## src/rtl/reset_seq_pkg.sv

```systemverilog
// ============================================================
// reset_seq_pkg : shared types and constants for reset_seq
// Rev 1.0
// ============================================================
`default_nettype none

package reset_seq_pkg;

  localparam int CAUSE_W    = 5;
  localparam int CAUSE_POR  = 0;
  localparam int CAUSE_LOCK = 1;
  localparam int CAUSE_BTN  = 2;
  localparam int CAUSE_SW   = 3;
  localparam int CAUSE_WD   = 4;

  localparam logic [CAUSE_W-1:0] CAUSE_RESET_VAL = 5'b00001;

  typedef enum logic [2:0] {
    HOLD      = 3'd0,
    WAIT_LOCK = 3'd1,
    REL_MEM   = 3'd2,
    REL_SYS   = 3'd3,
    RUN       = 3'd4
  } state_t;

endpackage

`default_nettype wire

```

## src/rtl/reset_seq_sync_ff.sv

```systemverilog
// ============================================================
// sync_ff : SYNC_STAGES-deep single-bit synchroniser, async reset to 0
// Rev 1.0
// ============================================================
`default_nettype none

module sync_ff #(
  parameter int SYNC_STAGES = 2
) (
  input  logic clk,
  input  logic rst,
  input  logic d,
  output logic q
);

  logic [SYNC_STAGES-1:0] r_stages;

  always_ff @(posedge clk or posedge rst) begin
    if (rst) r_stages <= '0;
    else     r_stages <= {r_stages[SYNC_STAGES-2:0], d};
  end

  assign q = r_stages[SYNC_STAGES-1];

endmodule

`default_nettype wire

```

## src/rtl/reset_seq.sv

```systemverilog
// ============================================================
// reset_seq : staged memory/system reset sequencer with cause log
// Rev 1.0
// ============================================================
`default_nettype none

module reset_seq
  import reset_seq_pkg::*;
#(
  parameter int SYNC_STAGES   = 2,
  parameter int HOLD_CYCLES   = 16,
  parameter int STAGE_GAP     = 8,
  parameter int DEBOUNCE_BITS = 16
) (
  input  logic               clk,
  input  logic               rst,
  input  logic               clk_ok,
  input  logic               btn_rst_n,
  input  logic               sw_rst,
  input  logic               wd_rst,
  output logic               rst_mem,
  output logic               rst_sys,
  output logic               seq_done,
  output logic [CAUSE_W-1:0] rst_cause
);

  localparam int HOLD_W = $clog2(HOLD_CYCLES + 1);
  localparam int GAP_W  = $clog2(STAGE_GAP + 1);
  localparam logic [HOLD_W-1:0]        HOLD_LAST = HOLD_W'(HOLD_CYCLES - 1);
  localparam logic [GAP_W-1:0]         GAP_LAST  = GAP_W'(STAGE_GAP - 1);
  localparam logic [DEBOUNCE_BITS-1:0] DEB_LAST  = {{(DEBOUNCE_BITS-1){1'b1}}, 1'b0};

  logic lock_sync;
  logic btn_n_sync;

  sync_ff #(.SYNC_STAGES(SYNC_STAGES)) u_sync_lock (
    .clk (clk),
    .rst (rst),
    .d   (clk_ok),
    .q   (lock_sync)
  );

  sync_ff #(.SYNC_STAGES(SYNC_STAGES)) u_sync_btn (
    .clk (clk),
    .rst (rst),
    .d   (btn_rst_n),
    .q   (btn_n_sync)
  );

  // Debounce: the state flips on the (2^DEBOUNCE_BITS-1)th consecutive differing cycle
  logic [DEBOUNCE_BITS-1:0] deb_cnt;
  logic                     btn_pressed;
  logic                     deb_differ;
  logic                     deb_flip;
  logic                     press;

  assign deb_differ = (~btn_n_sync) != btn_pressed;
  assign deb_flip   = deb_differ && (deb_cnt == DEB_LAST);
  assign press      = deb_flip && !btn_pressed;

  always_ff @(posedge clk or posedge rst) begin
    if (rst) begin
      deb_cnt     <= '0;
      btn_pressed <= 1'b0;
    end else if (!deb_differ) begin
      deb_cnt     <= '0;
    end else if (deb_flip) begin
      deb_cnt     <= '0;
      btn_pressed <= ~btn_pressed;
    end else begin
      deb_cnt     <= deb_cnt + DEBOUNCE_BITS'(1);
    end
  end

  state_t               state, state_nxt;
  logic [HOLD_W-1:0]    hold_cnt, hold_nxt;
  logic [GAP_W-1:0]     gap_cnt, gap_nxt;
  logic [CAUSE_W-1:0]   cause_nxt;
  logic [CAUSE_W-1:0]   ev_bits;
  logic                 any_ev;
  logic                 mem_nxt, sys_nxt, done_nxt;

  // Lock loss only matters once the memory controller has been released
  always_comb begin
    ev_bits             = '0;
    ev_bits[CAUSE_LOCK] = !lock_sync && (state == REL_MEM || state == REL_SYS || state == RUN);
    ev_bits[CAUSE_BTN]  = press;
    ev_bits[CAUSE_SW]   = sw_rst;
    ev_bits[CAUSE_WD]   = wd_rst;
  end

  assign any_ev = |ev_bits;

  always_ff @(posedge clk or posedge rst) begin
    if (rst) begin
      state     <= HOLD;
      hold_cnt  <= '0;
      gap_cnt   <= '0;
      rst_cause <= CAUSE_RESET_VAL;
      rst_mem   <= 1'b1;
      rst_sys   <= 1'b1;
      seq_done  <= 1'b0;
    end else begin
      state     <= state_nxt;
      hold_cnt  <= hold_nxt;
      gap_cnt   <= gap_nxt;
      rst_cause <= cause_nxt;
      rst_mem   <= mem_nxt;
      rst_sys   <= sys_nxt;
      seq_done  <= done_nxt;
    end
  end

  always_comb begin
    state_nxt = state;
    hold_nxt  = hold_cnt;
    gap_nxt   = gap_cnt;
    cause_nxt = rst_cause;
    if (any_ev) begin
      state_nxt = HOLD;
      hold_nxt  = '0;
      gap_nxt   = '0;
      cause_nxt = (state == RUN) ? ev_bits : (rst_cause | ev_bits);
    end else begin
      case (state)
        HOLD: begin
          if (hold_cnt == HOLD_LAST) begin
            state_nxt = WAIT_LOCK;
            hold_nxt  = '0;
          end else begin
            hold_nxt  = hold_cnt + HOLD_W'(1);
          end
        end
        WAIT_LOCK: begin
          if (lock_sync && !btn_pressed) begin
            state_nxt = REL_MEM;
            gap_nxt   = '0;
          end
        end
        REL_MEM: begin
          if (gap_cnt == GAP_LAST) begin
            state_nxt = RUN;
            gap_nxt   = '0;
          end else begin
            gap_nxt   = gap_cnt + GAP_W'(1);
          end
        end
        REL_SYS: state_nxt = RUN;
        RUN:     state_nxt = RUN;
        default: state_nxt = HOLD;
      endcase
    end
  end

  // Outputs are decoded from the next state so they change on the same edge
  always_comb begin
    mem_nxt  = (state_nxt == HOLD) || (state_nxt == WAIT_LOCK);
    sys_nxt  = (state_nxt != RUN);
    done_nxt = (state_nxt == RUN);
  end

endmodule

`default_nettype wire

```

## config.mk

```make
export PLATFORM = sky130hd
export DESIGN_NAME = reset_seq
export DESIGN_NICKNAME = d
export VERILOG_FILES = /design/src/rtl/reset_seq_pkg.sv /design/src/rtl/reset_seq_sync_ff.sv /design/src/rtl/reset_seq.sv
export SDC_FILE = /design/constraint.sdc
export NUM_CORES = 1
export LEC_CHECK = 0
export ABC_AREA = 1
export BUFFER_PORTS_ARGS = -buffer_cell sky130_fd_sc_hd__buf_2
export CORE_MARGIN = 10
export CORE_UTILIZATION = 25
export DETAILED_ROUTE_END_ITERATION = 7
export PLACE_DENSITY_LB_ADDON = 0.08
export SETUP_SLACK_MARGIN = 0.05
export SLEW_MARGIN = 20
export SYNTH_ARGS = -nofsm -noshare
export SYNTH_HDL_FRONTEND = slang
export SYNTH_HIERARCHICAL = 1
export SYNTH_SLANG_ARGS = --single-unit
```

## constraint.sdc

```tcl
create_clock -name clk -period 4.92 [get_ports clk]
set_clock_uncertainty 0.2 [all_clocks]
set_input_delay 0.246 -clock clk [delete_from_list [all_inputs] [get_ports clk]]
set_output_delay 0.246 -clock clk [all_outputs]
set_load 0.01 [all_outputs]
```

==> impl_metrics.yaml <==
worst_setup_path:
  path_cells: "inv_1 > ha_1 > nand4_1 > nor2_2 > nand3_2 > nand2_4 > o21ai_0"
  cp_slowest_stage_delay_ps: 400
  critPathMaxFanout: 19
  slowest_stage: "dfrtp_1"
  criticalPathCategory: "flip-flop to flip-flop"
  critPathLaunchType: "flip-flop"
  worstPathRequired_ps: 4900
  arrival_ps: 1710
  endpoint_kind: "flip-flop"
logic_synthesis:
  synth_area_sq_um: 2130
  synth_fp_nets: 248
  synth_edf_count: 0
  synth.avg_cell_area_sq_um: 8.96
  synth_area_leaders: "dfrtp_1, nand2_1, nor2_1, inv_1, dfstp_2"
  ys_types: 35
  synthTopCellsByCount: "nand2_1, dfrtp_1, nor2_1"
  synth_top_cell_area_share_pct: 44.6
  ys_seq_elements: 41
  yosysMostFrequentCell: "nand2_1"
  synth_ff_type: "dfrtp_1"
  synth_top_cell_by_area: "dfrtp_1"
  syn_inst: 238
  synth_warnings: 6
  synthArstFlopShare_pct: 100
  synth-seq-area-share_pct: 48.3
sta:
  layout_min_cycle_time_ps: 1730
  setup_slack_ps: 3190
  layout_worst_path_cycle_share_pct: 35.2
  setup_viol: 0
  fin_tns_setup_ps: 0
  finalMaxSlewViolations: 0
  finalHoldViolCount: 0
  slew_headroom_pct: 67.3
  fin_hold_ws_ps: 60.2
  fmax_ghz: 0.577
  rsz0062_at_grt: "false"
  tightestPinTransition_ps: 491
detailed_routing:
  wirelength_um: 4240
  postRouteAntennaNets: 0
  firstDrtPassIters: 4
  wl_per_cell_um: 11.6
  viasPerCell: 4.15
  initialDrtViolationCount: 51
  drc: 0
  vias: 1520
power:
  ir_drop_uv: 129
  leakagePower_nw: 1.06
  p_per_area_nw_per_um2: 273
  finalPower_uw: 670
grt:
  grt_pass1_vias: 1556
  grt-ovfl-total: 0
  grt_max_degree: 38
  grt_pass1_wl_um: 7600
  grt_antenna_before_repair: 0
  grt_use_total_pct: 7.23
cts:
  clk_pin_slew_ps: 90
  cts_sinks: 41
  clk_latency_ps: 300
  cts_tree: "done"
  htreeDepth: 2
  cts_root_buf: "clkbuf_8"
  postCtsSetupBuffers: 0
  ctsLongestPathBuffers: 2
  post_cts_resized: 0
  ctsHoldBuffers: 3
  cts_made_buffers: 5
place:
  hpwl_um: 3100
  place.gp.congestion: 0.729
  placed_cell_area_sq_um: 2310
  portBuffers: 13
  dp_slack_ps: 3150
final_layout:
  drive_gt1_share_pct: 24.1
  fin_area_sq_um: 2460
  area_growth_pct: 15.1
  fill_cells: 896
  finalNetCount: 270
  antennaDiodeCount: 0
hold_path:
  min-delay-path-class: "input port to flip-flop"
run:
  max_cap_viol_count: 0
outcome:
  status: "complete, no violations"
die:
  io_pins: 14
  rows: 33
  start_util_pct: 25.8
  die_h_um: 112
  dieArea_sq_um: 12600
  die_w_um: 112
  core_region_area_sq_um: 8260
-- layout by cell type, fill, tap and decap left out, types with 2 or more instances in the layout --
cell and instances:
nand2_1 40, dfrtp_1 38, nor2_1 30, inv_1 25, buf_2 13, nand3_1 11
nand2_2 10, o21ai_0 9, nor3_1 8, nor2_4 7, xor2_1 6, a21oi_1 6
clkbuf_8 6, nor2_2 5, a21oi_2 5, nor3b_1 5, xnor2_1 4, ha_1 4
inv_2 3, dlygate4sd3_1 3, dfstp_2 3, nand4_1 2, or2_2 2
-- cells by family (layout without fill, tap and decap cells) --
group,count (synthesis),in the layout,share of synthesized area (%)
AND/OR/NAND/NOR,126,126,30.7
adder cells (fa/ha/maj),4,4,2.35
buffers and inverters,31,54,6.57
flip-flops,41,41,48.3
AO/OA/AOI/OAI,26,26,8.04
XOR/XNOR,10,10,4.11
-- path summary, 6_finish.rpt --
kind / from / to / slack, ps / depth (start not counted)
setup / recovery: deb_cnt[0] / rst_cause[1] / 3190 / 7
hold / removal: wd_rst / rst_cause[4] / 60 / 5
setup reg to reg: deb_cnt[0] / rst_cause[1] / 3190 / 7
hold reg to reg: u_sync_lock/r_stages[0] / u_sync_lock/r_stages[1] / 150 / 0
max in group asynchronous: rst / rst_sys / 3740 / 4
min in group asynchronous: rst / u_sync_lock/r_stages[0] / 140 / 3
-- critical path: cells and delay by family (launching register included) --
kind                       cells  cell delay (ps)
AOI/OAI and AO/OA              1              130
adders and majority gates      1              170
buffers and inverters          1               80
DFF                            1              400
and+or+nand+nor                4              640
-- per-layer routing --
metal	global-route usage (%)	part of all wire [%]	vias to the layer above
li1	-	-	802
met1	10.2	55	695
met3	2.13	3.5	4
met2	9.97	40	19
met5	0	0	-
met4	2.79	1.1	0
-- per-stage QoR --
step / cells / util, %
final: 366 / 29.7
after global routing: 366 / 29.7
after floorplan: 238 / -
after detailed placement: 355 / 27.9
after global placement: 355 / 27.9
after CTS: 366 / 29.7
-- area by class of cell --
class	instances	area [sq um]	share of cell area (%)
tap	105	131	5.35
clock inverter	2	37.5	1.53
inverter	29	109	4.43
timing repair buffer	17	103	4.18
multi-input combinational	166	963	39.2
clock buffer	6	82.6	3.36
sequential	41	1030	41.9
-- state kept, by name, summed over array words and instances, names as in the netlist, 2 cells and up --
register,flops
state,3
hold_cnt,5
u_sync_lock/r_stages,2
rst_cause,5
deb_cnt,16
u_sync_btn/r_stages,2
gap_cnt,4
-- power breakdown --
part           switching [mW]  internal, mW  total [mW]  leakage [nW]
clock network           0.122         0.165       0.288        0.0574
logic                  0.0234        0.0117      0.0351         0.455
registers             0.00419         0.343       0.347         0.543
(Power assumes the default switching activity.)
